$ cat src/rtl/multicycle_controller_if.sv
// Control bundle between the multi-cycle sequencer and the datapath / shared memory port.
interface multicycle_controller_if;
  logic [5:0] opcode;
  logic       mem_ready;
  logic       pcwrite;
  logic       branch;
  logic       iord;
  logic       memread;
  logic       memwrite;
  logic       irwrite;
  logic       regdst;
  logic       memtoreg;
  logic       regwrite;
  logic       alusrca;
  logic [1:0] alusrcb;
  logic [1:0] aluop;
  logic [1:0] pcsource;
  logic       instr_done;
  logic       illegal_op;
  logic       mem_timeout;
  logic [3:0] state;

  // Controller side: consumes opcode/handshake, drives every select and enable.
  modport master (
    input  opcode, mem_ready,
    output pcwrite, branch, iord, memread, memwrite, irwrite, regdst, memtoreg, regwrite,
           alusrca, alusrcb, aluop, pcsource, instr_done, illegal_op, mem_timeout, state
  );

  // Datapath / memory side.
  modport slave (
    output opcode, mem_ready,
    input  pcwrite, branch, iord, memread, memwrite, irwrite, regdst, memtoreg, regwrite,
           alusrca, alusrcb, aluop, pcsource, instr_done, illegal_op, mem_timeout, state
  );
endinterface

$ cat src/rtl/multicycle_controller.sv
// Sequencing FSM for the multi-cycle datapath: fetch, decode, execute, memory, writeback.
// Memory wait states are bounded by WAIT_LIMIT; an expired wait parks the FSM in HALT.
module multicycle_controller #(
  parameter int unsigned WAIT_LIMIT = 16
) (
  input logic                          clk,
  input logic                          rst_n,
  multicycle_controller_if.master      bus
);

  typedef enum logic [3:0] {
    StIdle    = 4'd0,
    StFetch   = 4'd1,
    StDecode  = 4'd2,
    StMemAdr  = 4'd3,
    StMemRd   = 4'd4,
    StMemWb   = 4'd5,
    StMemWr   = 4'd6,
    StRtypeEx = 4'd7,
    StRtypeWb = 4'd8,
    StBeqEx   = 4'd9,
    StAddiEx  = 4'd10,
    StAddiWb  = 4'd11,
    StJumpEx  = 4'd12,
    StHalt    = 4'd13
  } state_e;

  localparam logic [5:0] OpRtype = 6'b000000;
  localparam logic [5:0] OpLw    = 6'b100011;
  localparam logic [5:0] OpSw    = 6'b101011;
  localparam logic [5:0] OpBeq   = 6'b000100;
  localparam logic [5:0] OpAddi  = 6'b001000;
  localparam logic [5:0] OpJ     = 6'b000010;

  // A zero-bit counter is not legal, so WAIT_LIMIT == 0 still gets one bit.
  localparam int unsigned CntW   = (WAIT_LIMIT > 0) ? $clog2(WAIT_LIMIT + 1) : 1;
  localparam logic [CntW-1:0] CntMax = CntW'((WAIT_LIMIT > 0) ? WAIT_LIMIT - 1 : 0);
  localparam logic [CntW-1:0] CntSat = '1;

  state_e            state_q, state_d;
  logic [CntW-1:0]   cnt_q, cnt_d;
  logic              mem_timeout_q, mem_timeout_d;
  logic              wait_state;
  logic              timeout_hit;

  // State, wait counter and sticky timeout flag; reset aborts any instruction immediately.
  always_ff @(posedge clk or negedge rst_n) begin
    if (!rst_n) begin
      state_q       <= StIdle;
      cnt_q         <= '0;
      mem_timeout_q <= 1'b0;
    end else begin
      state_q       <= state_d;
      cnt_q         <= cnt_d;
      mem_timeout_q <= mem_timeout_d;
    end
  end

  // Next state, including the wait-timeout override and counter update.
  always_comb begin
    state_d     = state_q;
    wait_state  = (state_q == StFetch) || (state_q == StMemRd) || (state_q == StMemWr);
    // mem_ready in the final allowed cycle beats the timeout.
    timeout_hit = (WAIT_LIMIT != 0) && wait_state && !bus.mem_ready && (cnt_q == CntMax);

    unique case (state_q)
      StIdle:    state_d = StFetch;
      StFetch:   if (bus.mem_ready) state_d = StDecode;
      StDecode: begin
        unique case (bus.opcode)
          OpLw, OpSw: state_d = StMemAdr;
          OpRtype:    state_d = StRtypeEx;
          OpBeq:      state_d = StBeqEx;
          OpAddi:     state_d = StAddiEx;
          OpJ:        state_d = StJumpEx;
          default:    state_d = StFetch;
        endcase
      end
      StMemAdr:  state_d = (bus.opcode == OpSw) ? StMemWr : StMemRd;
      StMemRd:   if (bus.mem_ready) state_d = StMemWb;
      StMemWb:   state_d = StFetch;
      StMemWr:   if (bus.mem_ready) state_d = StFetch;
      StRtypeEx: state_d = StRtypeWb;
      StRtypeWb: state_d = StFetch;
      StBeqEx:   state_d = StFetch;
      StAddiEx:  state_d = StAddiWb;
      StAddiWb:  state_d = StFetch;
      StJumpEx:  state_d = StFetch;
      StHalt:    state_d = StHalt;
      default:   state_d = StIdle;
    endcase

    if (timeout_hit) state_d = StHalt;

    if (state_d != state_q) begin
      cnt_d = '0;
    end else if (wait_state && !bus.mem_ready && (cnt_q != CntSat)) begin
      cnt_d = cnt_q + 1'b1;
    end else begin
      cnt_d = cnt_q;
    end

    mem_timeout_d = mem_timeout_q | timeout_hit;
  end

  // Moore outputs per state; only FETCH and MEMWR qualify strobes with mem_ready.
  always_comb begin
    bus.pcwrite    = 1'b0;
    bus.branch     = 1'b0;
    bus.iord       = 1'b0;
    bus.memread    = 1'b0;
    bus.memwrite   = 1'b0;
    bus.irwrite    = 1'b0;
    bus.regdst     = 1'b0;
    bus.memtoreg   = 1'b0;
    bus.regwrite   = 1'b0;
    bus.alusrca    = 1'b0;
    bus.alusrcb    = 2'b00;
    bus.aluop      = 2'b00;
    bus.pcsource   = 2'b00;
    bus.instr_done = 1'b0;
    bus.illegal_op = 1'b0;

    unique case (state_q)
      StFetch: begin
        bus.memread = 1'b1;
        bus.alusrcb = 2'b01;
        bus.irwrite = bus.mem_ready;
        bus.pcwrite = bus.mem_ready;
      end
      StDecode: begin
        bus.alusrcb = 2'b11;
        unique case (bus.opcode)
          OpLw, OpSw, OpRtype, OpBeq, OpAddi, OpJ: bus.illegal_op = 1'b0;
          default:                                 bus.illegal_op = 1'b1;
        endcase
      end
      StMemAdr: begin
        bus.alusrca = 1'b1;
        bus.alusrcb = 2'b10;
      end
      StMemRd: begin
        bus.memread = 1'b1;
        bus.iord    = 1'b1;
      end
      StMemWb: begin
        bus.memtoreg   = 1'b1;
        bus.regwrite   = 1'b1;
        bus.instr_done = 1'b1;
      end
      StMemWr: begin
        bus.memwrite   = 1'b1;
        bus.iord       = 1'b1;
        bus.instr_done = bus.mem_ready;
      end
      StRtypeEx: begin
        bus.alusrca = 1'b1;
        bus.aluop   = 2'b10;
      end
      StRtypeWb: begin
        bus.regdst     = 1'b1;
        bus.regwrite   = 1'b1;
        bus.instr_done = 1'b1;
      end
      StBeqEx: begin
        bus.alusrca    = 1'b1;
        bus.aluop      = 2'b01;
        bus.branch     = 1'b1;
        bus.pcsource   = 2'b01;
        bus.instr_done = 1'b1;
      end
      StAddiEx: begin
        bus.alusrca = 1'b1;
        bus.alusrcb = 2'b10;
      end
      StAddiWb: begin
        bus.regwrite   = 1'b1;
        bus.instr_done = 1'b1;
      end
      StJumpEx: begin
        bus.pcwrite    = 1'b1;
        bus.pcsource   = 2'b10;
        bus.instr_done = 1'b1;
      end
      default: ;
    endcase
  end

  assign bus.mem_timeout = mem_timeout_q;
  assign bus.state       = state_q;

endmodule
$ cat src/flat_wrapper.sv
// flat-port wrapper written by rule: the top's interface ports become plain ports
module multicycle_controller_flat 
#(
  parameter int unsigned WAIT_LIMIT = 16
)
  (clk, rst_n, bus_opcode, bus_mem_ready, bus_pcwrite, bus_branch, bus_iord, bus_memread, bus_memwrite, bus_irwrite, bus_regdst, bus_memtoreg, bus_regwrite, bus_alusrca, bus_alusrcb, bus_aluop, bus_pcsource, bus_instr_done, bus_illegal_op, bus_mem_timeout, bus_state);
  multicycle_controller_if bus_i ();
  input logic clk;
  input logic rst_n;
  input wire logic [$bits(bus_i.opcode)-1:0] bus_opcode;
  input wire logic [$bits(bus_i.mem_ready)-1:0] bus_mem_ready;
  output wire logic [$bits(bus_i.pcwrite)-1:0] bus_pcwrite;
  output wire logic [$bits(bus_i.branch)-1:0] bus_branch;
  output wire logic [$bits(bus_i.iord)-1:0] bus_iord;
  output wire logic [$bits(bus_i.memread)-1:0] bus_memread;
  output wire logic [$bits(bus_i.memwrite)-1:0] bus_memwrite;
  output wire logic [$bits(bus_i.irwrite)-1:0] bus_irwrite;
  output wire logic [$bits(bus_i.regdst)-1:0] bus_regdst;
  output wire logic [$bits(bus_i.memtoreg)-1:0] bus_memtoreg;
  output wire logic [$bits(bus_i.regwrite)-1:0] bus_regwrite;
  output wire logic [$bits(bus_i.alusrca)-1:0] bus_alusrca;
  output wire logic [$bits(bus_i.alusrcb)-1:0] bus_alusrcb;
  output wire logic [$bits(bus_i.aluop)-1:0] bus_aluop;
  output wire logic [$bits(bus_i.pcsource)-1:0] bus_pcsource;
  output wire logic [$bits(bus_i.instr_done)-1:0] bus_instr_done;
  output wire logic [$bits(bus_i.illegal_op)-1:0] bus_illegal_op;
  output wire logic [$bits(bus_i.mem_timeout)-1:0] bus_mem_timeout;
  output wire logic [$bits(bus_i.state)-1:0] bus_state;
  assign bus_i.opcode = bus_opcode;
  assign bus_i.mem_ready = bus_mem_ready;
  assign bus_pcwrite = bus_i.pcwrite;
  assign bus_branch = bus_i.branch;
  assign bus_iord = bus_i.iord;
  assign bus_memread = bus_i.memread;
  assign bus_memwrite = bus_i.memwrite;
  assign bus_irwrite = bus_i.irwrite;
  assign bus_regdst = bus_i.regdst;
  assign bus_memtoreg = bus_i.memtoreg;
  assign bus_regwrite = bus_i.regwrite;
  assign bus_alusrca = bus_i.alusrca;
  assign bus_alusrcb = bus_i.alusrcb;
  assign bus_aluop = bus_i.aluop;
  assign bus_pcsource = bus_i.pcsource;
  assign bus_instr_done = bus_i.instr_done;
  assign bus_illegal_op = bus_i.illegal_op;
  assign bus_mem_timeout = bus_i.mem_timeout;
  assign bus_state = bus_i.state;
  multicycle_controller #(.WAIT_LIMIT(WAIT_LIMIT)) u_core (.clk(clk), .rst_n(rst_n), .bus(bus_i));
endmodule
$ cat config.mk
export PLATFORM = sky130hd
export DESIGN_NAME = multicycle_controller_flat
export DESIGN_NICKNAME = d
export VERILOG_FILES = /design/src/rtl/multicycle_controller_if.sv /design/src/rtl/multicycle_controller.sv /design/src/flat_wrapper.sv
export SDC_FILE = /design/constraint.sdc
export NUM_CORES = 1
export LEC_CHECK = 0
export ABC_AREA = 0
export CAP_MARGIN = 20
export CORE_MARGIN = 3
export CORE_UTILIZATION = 42
export CTS_CLUSTER_DIAMETER = 60
export DETAILED_ROUTE_END_ITERATION = 10
export PLACE_DENSITY = 0.85
export SETUP_SLACK_MARGIN = 0.2
export SYNTH_ARGS = -nofsm -noshare
export SYNTH_HDL_FRONTEND = slang
export SYNTH_SLANG_ARGS = --single-unit
$ cat constraint.sdc
create_clock -name clk -period 2.1 [get_ports clk]
set_input_delay 0.42 -clock clk [delete_from_list [all_inputs] [get_ports clk]]
set_output_delay 0.42 -clock clk [all_outputs]
set_load 0.02 [all_outputs]
==> impl_metrics.toml <==
[status]
outcome = "finished clean"

[sta]
tightestPinTransition_ns = 0.458
finalMaxSlewViolations = 0
rsz0062_at_grt = "true"
hold_ws_ns = 0.469
finalSetupViolations = 0
finalCritPeriodShare_pct = 96.2
hold_violations = 0
min_period_ns = 2.02
fmax_mhz = 495
slew_headroom_pct = 69.4
clock_skew_ns = 0.00733

[detailed_routing]
drt_iter0_markers = 55
first_pass_iters = 5
wirelength_um = 4120
vias = 1376
detail_route.wl_per_cell_um = 17.5
met2_length_um = 2220
wl_met1_um = 1530
route.met3.wl_um = 241
ant_nets = 0
topRoutingLayerUsed = "met4"
via_per_inst = 5.86
drc = 0

[cts]
insertion_delay_ns = 0.26
cts_tree = "built"
ctsHoldBuffers = 0
clockBufferDepth = 2
cts_buffers = 3
clockRootBuffer = "clkbuf_4"
cts_htree_levels = 1
cts_sinks = 10
clkTransAtPathRegs_ns = 0.07

[placement]
routabilityCongestion = 0.874
dpl_cell_area_um2 = 1630
io_buffers = 31
dpl.hpwl_um = 2540

[synthesis]
synthesis.area_um2 = 1030
syn_area_per_cell_um2 = 7.67
synth_ff_type = "dfrtp_1"
synth-edff-count = 0
synthArstFlopShare_pct = 100
netlist_instances = 134
ys_types = 46
syn-num-nets = 146
yosysWarnings = 0
synth-seq-area-share_pct = 24.4
ys_ff_latch = 10

[floorplan]
die_w_um = 55.5
floorplan.die_area_um2 = 3080
start_util_pct = 45.1
boundaryPins = 32
rows = 17
die_h_um = 55.5
coreArea_um2 = 2280

[critical_path]
r2r-start = "u_core.bus.state[0]$_DFF_PN0_"
worstSetupEndpointType = "primary output"
cp.arrival_ns = 1.60
critPathLaunchType = "flop"
cp_data_required_time_ns = 1.68
path_max_fanout = 4
crit_start = "u_core.bus.state[0]$_DFF_PN0_"
path_class = "flop to primary output"

[grt]
grt_start_max_net_pins = 13
grt_pass1_vias = 1442
grt_overflow_total = 0
grt_antenna_before_repair = 0
grtUsageTotal_pct = 25.4
grt_pass1_wl_um = 6380

[layout]
areaGrowthSynthToFinish_pct = 80.5
fin_nets = 221
nFillCells = 137
multi_input_area_um2 = 850
final_area_um2 = 1850
seqCellArea_um2 = 255
drive_gt1_share_pct = 47.8
diodes = 0
utilization_pct = 81.5

[power_and_ir_drop]
peakVddDrop_mv = 0.878
leakage_nw = 0.917
report.power.total_w = 0.00227
power_density_nw_per_um2 = 1220

[run]
drv_cap = 0

[hold_path]
hp-class = "primary input to async pin"
[kinds of logic after synthesis]
family | count (synthesis) | share of synthesized area, %
flip-flops | 10 | 24.4
adder cells (fa/ha/maj) | 3 | 3.65
XOR/XNOR | 7 | 5.97
multiplexers | 3 | 2.92
buffers and inverters | 14 | 7.06
AND/OR/NAND/NOR | 66 | 34.1
AO/OA/AOI/OAI | 31 | 21.9
[per-layer routing]
| layer | global-route usage [%] | vias up |
|---|---|---|
| met4 | 12.8 | 0 |
| met1 | 28.2 | 660 |
| met5 | 0 | - |
| met2 | 46.3 | 71 |
| li1 | - | 627 |
| met3 | 3.74 | 18 |
[cells in the mapped netlist (all sizes together) (2+ instances only)]
library cell | count | area [µm²]
or3 | 2 | 12.5
nand2b | 7 | 51.3
and3 | 2 | 12.5
a21boi | 2 | 15.0
nor2 | 19 | 71.3
o21ai | 8 | 43.8
nand2 | 4 | 15.0
inv | 3 | 11.3
o211ai | 3 | 32.5
nor2b | 6 | 37.5
o22ai | 2 | 12.5
nand3 | 7 | 35.0
clkbuf | 3 | 11.3
mux2i | 3 | 30.0
nor3 | 11 | 55.1
xor2 | 4 | 35.0
a21oi | 5 | 25.0
dfrtp | 10 | 250
xnor2 | 3 | 26.3
ha | 3 | 37.5
nor3b | 3 | 27.5
buf | 8 | 50.0
[area by class of cell]
cell class	instances	share of cell area (%)
Tap cell	28	1.89
Sequential cell	10	13.8
Timing Repair Buffer	81	36.7
Inverter	3	0.607
Clock buffer	3	1.21
Multi-Input combinational cell	110	45.8
[per-stage QoR]
step	setup TNS [ns]	cells	setup WS (ns)
2_1_floorplan	0	134	0.141
3_3_place_gp	-1.13	216	-0.330
3_5_place_dp	-1.47	216	-0.375
4_1_cts	0	233	0.00534
5_1_grt	-0.0724	235	-0.0246
6_report	0	235	0.0796
[worst max-delay path, cell delays in order (launching register included)]
cell,delay [ns]
dfrtp_2,0.45
buf_6,0.14
nand2b_4,0.14
buf_6,0.11
nor3b_4,0.22
or2_4,0.16
buf_6,0.11
[report_power, final]
group	leakage [nW]	switching (W)	total, W	internal, W
Clock	0.0138	0.0000642	0.000130	0.0000661
Sequential	0.129	0.0000556	0.000292	0.000236
Combinational	0.774	0.000947	0.00185	0.000902
Total	0.917	0.00107	0.00227	0.00120
[state kept, by name (all words and copies together) (netlist names)]
register,count
u_core.bus.state,4
u_core.bus.mem_timeout,1
u_core.cnt_q,5
[cells in the final DEF, fill, tap and decap left out, types with 3 or more instances in the layout]
| cell | count |
|---|---|
| buf_4 | 46 |
| nor2_1 | 17 |
| nor3_1 | 10 |
| buf_6 | 8 |
| buf_2 | 7 |
| nand3_1 | 6 |
| dlygate4sd2_1 | 6 |
| dfrtp_1 | 6 |
| nor2b_1 | 5 |
| a21oi_1 | 5 |
| dlymetal6s2s_1 | 5 |
| nand2b_4 | 4 |
| nand2_1 | 4 |
| xor2_1 | 4 |
| o21ai_0 | 4 |
| dfrtp_2 | 4 |
| xnor2_1 | 3 |
| nand2b_1 | 3 |
| inv_1 | 3 |
| o21ai_2 | 3 |
| clkbuf_4 | 3 |
| clkdlybuf4s50_1 | 3 |
| clkbuf_2 | 3 |
[worst paths after layout]
path / endpoint / slack (ns) / cells after the start
min in group clk: u_core.bus.mem_timeout$_DFF_PN0_ / 0.48 / 1
setup / recovery: bus_pcwrite / 0.08 / 6
max in group asynchronous: u_core.bus.state[3]$_DFF_PN0_ / 1.28 / 1
hold / removal: u_core.cnt_q[3]$_DFFE_PN0P_ / 0.47 / 1
setup reg to reg: u_core.cnt_q[2]$_DFFE_PN0P_ / 0.09 / 7
hold reg to reg: u_core.bus.mem_timeout$_DFF_PN0_ / 0.48 / 1
[timing repair]
| action | CTS | global route |
|---|---|---|
| setup endpoints to repair | 27 | 23 |
| resized for setup | 72 | 38 |
| pin swaps | 7 | 7 |
| setup buffers | 14 | 2 |
No activity file was read; power rests on OpenSTA's default activity.
==> RTL edit 1: new RTL, config.mk and constraints unchanged <==
Reset style: synchronous (`rst_n`), changed in one clocked block.
--- a/src/rtl/multicycle_controller.sv
+++ b/src/rtl/multicycle_controller.sv
@@ -44,7 +44,7 @@
   logic              timeout_hit;
 
   // State, wait counter and sticky timeout flag; reset aborts any instruction immediately.
-  always_ff @(posedge clk or negedge rst_n) begin
+  always_ff @(posedge clk) begin
     if (!rst_n) begin
       state_q       <= StIdle;
       cnt_q         <= '0;
Formal check against the unedited RTL: differs if rst_n is asserted again (counterexample within 4 cycles, from zero or initial values and one cycle with rst_n low); with rst_n held inactive, the same outputs for 10 cycles.
==> RTL edit 1 against the unedited design <==
  * Clock skew fell by 0.0025 ns
  * Utilization rose by 2.1 points
  * Global-route usage fell by 0.73 points
  * Sequential cell count did not move
  * Synthesized area rose by 4.4%
  * Count of clock-buffer cells in the layout rose by 1
  * Worst setup slack got worse by 0.019 ns
  * Via count rose by 7.2%
  * Synthesized cell count rose by 8.2%
  * Critical path depth rose by 2
  * Final area rose by 4.5%
  * Routed wire length rose by 15%
  * Critical endpoint is now u_core.cnt_q[3]$_SDFFE_PP0P_
Power is left out: it rests on default switching activity, and per cell area and clock period it moved more than threefold.
==> RTL edit 1: results (changes against the unedited design) <==
yosys.cell_types.count: 51  # +11%
grt_pass1_vias: 1327  # -8.0%
cp_slowest_cell: "dfxtp_2"
outcome: "completed"
grt_max_degree: 16  # +3
post_cts_resized: 71  # -1.4%
clock_latency_ns: 0.28  # +0.02 ns
vias: 1475  # +7.2%
place_area_mm2: 0.001662  # +1.7%
critPathMaxFanout: 5  # +1
hp-class: "flip-flop to flip-flop"
slew_headroom: 0.7319  # +0.03787
dp.final_hpwl_mm: 2.683  # +5.8%
nFillCells: 138  # +0.73%
slowest_delay_ns: 0.36  # -0.09 ns
worst_clock_skew_ns: 0.004846  # -0.002487 ns
grt_pass1_wl_mm: 6.292  # -1.3%
final_nets: 227  # +2.7%
gr-usage-all-layers: 0.2468  # -0.007322
vias_per_cell: 6.095  # +4.1%
ys_seq_area_frac: 0.1867  # -0.05691
syn_nets: 157  # +7.5%
syn_area_per_cell_um2: 7.395  # -3.5%
critPathArrivalTime_ns: 2.23  # +0.63 ns
drt_wl_total_mm: 4.746  # +15%
[RTL edit 1: layout make-up]
cell class | instances | area share
clock buffer | 4 | 0.01873
inverter | 10 | 0.01938
multi-input combinational | 115 | 0.5078
sequential | 10 | 0.1111
tap | 28 | 0.01809
timing repair buffer | 75 | 0.3249
[RTL edit 1: final timing paths]
check | start | slack (ns) | end | cells after the start
setup / recovery | u_core.cnt_q[1]$_SDFFE_PP0P_ | 0.06 | u_core.cnt_q[3]$_SDFFE_PP0P_ | 8
hold / removal | u_core.bus.mem_timeout$_SDFF_PN0_ | 0.50 | u_core.bus.mem_timeout$_SDFF_PN0_ | 2
setup reg to reg | u_core.cnt_q[1]$_SDFFE_PP0P_ | 0.06 | u_core.cnt_q[3]$_SDFFE_PP0P_ | 8
hold reg to reg | u_core.bus.mem_timeout$_SDFF_PN0_ | 0.50 | u_core.bus.mem_timeout$_SDFF_PN0_ | 2
[RTL edit 1: worst min-delay path, delay by kind of cell (launching register included)]
family          cells  cell delay, ns
simple gates        1            0.08
flops               1            0.34
compound gates      1            0.04
[RTL edit 1: metal layers]
layer	wire length (µm)	GRT usage
met5	0	0
met4	235	0.08475
met3	350	0.02529
met2	2473	0.4620
met1	1687	0.2849
[RTL edit 1: kinds of logic after synthesis]
family | Yosys count | share of synthesized area
flops | 10 | 0.1867
mux | 2 | 0.01867
fa+ha+maj | 3 | 0.03501
buf+inv | 20 | 0.08634
compound gates | 38 | 0.2602
xor+xnor | 7 | 0.05718
simple gates | 65 | 0.3559
[RTL edit 1: per-stage QoR]
stage           TNS (ns)  utilization
5_1_grt        -0.003577       0.8354
2_1_floorplan          0            -
4_1_cts                0       0.7609
3_5_place_dp      -2.047       0.7167
6_report               0       0.8354
3_3_place_gp      -1.740       0.7167
==> RTL edit 2: new RTL, config.mk and constraints unchanged <==
Without the edit above. `WAIT_LIMIT` is set to 16 in 2 places; all go to 32.
--- a/src/rtl/multicycle_controller.sv
+++ b/src/rtl/multicycle_controller.sv
@@ -1,7 +1,7 @@
 // Sequencing FSM for the multi-cycle datapath: fetch, decode, execute, memory, writeback.
 // Memory wait states are bounded by WAIT_LIMIT; an expired wait parks the FSM in HALT.
 module multicycle_controller #(
-  parameter int unsigned WAIT_LIMIT = 16
+  parameter int unsigned WAIT_LIMIT = 32
 ) (
   input logic                          clk,
   input logic                          rst_n,
--- a/src/flat_wrapper.sv
+++ b/src/flat_wrapper.sv
@@ -1,7 +1,7 @@
 // flat-port wrapper written by rule: the top's interface ports become plain ports
 module multicycle_controller_flat 
 #(
-  parameter int unsigned WAIT_LIMIT = 16
+  parameter int unsigned WAIT_LIMIT = 32
 )
   (clk, rst_n, bus_opcode, bus_mem_ready, bus_pcwrite, bus_branch, bus_iord, bus_memread, bus_memwrite, bus_irwrite, bus_regdst, bus_memtoreg, bus_regwrite, bus_alusrca, bus_alusrcb, bus_aluop, bus_pcsource, bus_instr_done, bus_illegal_op, bus_mem_timeout, bus_state);
   multicycle_controller_if bus_i ();
Formal check against the unedited RTL: no difference found for any inputs over 10 cycles, from zero or initial values and one cycle with rst_n low; that may be too few to reach the edited logic, so the function may still have changed.
==> RTL edit 2 against the unedited design <==
  * Worst hold slack improved by 0.0019 ns
  * Final area increased by 0.74%
  * Count of clock-buffer cells in the layout rose by 1
  * Synthesized area rose by 10%
  * Routed wire length decreased by 3.3%
  * Synthesized cell count up 9.7%
  * Sequential power is 13% higher
  * Sequential cell count grew 1
  * Power grew 8.9%
  * Worst setup slack better by 0.068 ns
  * Global-route usage fell by 2.5 points
  * Combinational power is 8% higher
  * Critical endpoint unchanged
==> RTL edit 2: results (changes against the unedited design) <==
critPathMaxFanout: 5  # +1
dr.pass1.iters: 4  # -1
outcome: "completed"
vias_per_cell: 5.618  # -4.1%
place_congestion: 0.9365  # +7.2%
dp.final_hpwl_mm: 2.831  # +12%
post_cts_resized: 92  # +28%
yosys.cell_types.count: 51  # +11%
r2r_setup_slack_ns: 0.15  # +0.06 ns
finalSetupViolCount: 0  # unchanged
routedWlPerCell_um: 16.19  # -7.6%
critPathArrivalTime_ns: 1.53  # -0.07 ns
peakVddDrop_v: 0.001046  # +19%
nFillCells: 189  # +38%
cellLeakagePower_nw: 0.8898  # -3.0%
final_nets: 227  # +2.7%
gr-usage-all-layers: 0.2292  # -0.02490
grt_pass1_vias: 1322  # -8.3%
crit_buf_inv: 1  # -2
wl_met1_mm: 1.500  # -2.0%
syn_nets: 157  # +7.5%
reg2reg_to: "u_core.cnt_q[1]$_DFFE_PN0P_"
pre_cts_ws_ns: -0.3608  # +0.01457 ns
cts_setup_buffers: 6  # -8
use_met3: 0.01114  # -0.02625
route.met2.wl_mm: 2.122  # -4.3%
routed-wl-met3_um: 191  # -21%
worstMarginPinSlew_ns: 0.4791  # +0.02156 ns
grt_pass1_wl_mm: 5.871  # -7.9%
synth_common_cells: "nor2_1 (27), nand2_1 (14), a21oi_1 (11), dfrtp_1 (11), o21ai_0 (8)"
worst_clock_skew_ns: 0.007999  # +0.0006656 ns
met1_usage: 0.2497  # -0.03277
startpoint: "u_core.bus.state[1]$_DFF_PN0_"
drive_gt1_frac: 0.4815  # +0.003221
synthTopCellsByArea: "dfrtp_1 (24%), nor2_1 (8.9%), a21oi_1 (4.9%)"
grt_max_degree: 12  # -1
met2_usage: 0.4355  # -0.02735
max_clock_freq_mhz: 512.1  # +3.5%
cp_slowest_cell: "dfrtp_1"
largest_reg_flops: 6  # +1
## RTL edit 2: changes by cell type after synthesis, sizes merged, moves of 2 or more
cell,delta
and2b,+3
nor2,+8
nor2b,-5
a21o,+2
nor3,-7
nand3,-2
mux2i,-2
nand2,+10
nand2b,-4
a21oi,+7
ha,-2
nand4,+4
## RTL edit 2: worst register-to-register path, stage by stage (launching register included)
cell and delay [ns]:
dfrtp_1 0.44, buf_6 0.15, buf_6 0.12, or2_4 0.24, o221a_4 0.27, o2bb2ai_2 0.12
o211ai_2 0.19, nand4_4 0.20, nor2_2 0.15
## RTL edit 2: layout make-up
type / count / area (µm²) / area share
multi-input cells: 121 / 905.9 / 0.4849
repair buffers: 76 / 605.6 / 0.3242
flip-flops and latches: 11 / 277.8 / 0.1487
well taps: 30 / 37.54 / 0.02009
clock buffers: 4 / 26.28 / 0.01407
inverters: 4 / 15.01 / 0.008038
## RTL edit 2: stage by stage
step,setup TNS (ns),hold slack [ns],power (mW),instances,instance area [µm²]
6_report,0,0.4711,2.471,246,1868
5_1_grt,0,0.4961,2.604,246,1868
4_1_cts,0,0.4799,2.242,241,1758
3_5_place_dp,-2.318,0.4742,2.002,231,1665
3_3_place_gp,-1.653,0.4635,1.937,231,1665
2_1_floorplan,0,0.1244,1.333,147,1147
## RTL edit 2: logic make-up after synthesis
family                     synth area share
adders and majority gates           0.01102
buffers and inverters               0.08819
and+or+nand+nor                      0.3616
muxes                              0.008821
DFF                                  0.2426
xor gates and xnor gates            0.05403
AOI/OAI and AO/OA                    0.2337
## RTL edit 2: power by group
part	internal, mW	switching (mW)	total, mW	leakage (nW)
Combinational	0.938	1.06	2.00	0.730
Clock	0.0735	0.0689	0.142	0.0150
Sequential	0.254	0.0759	0.330	0.145
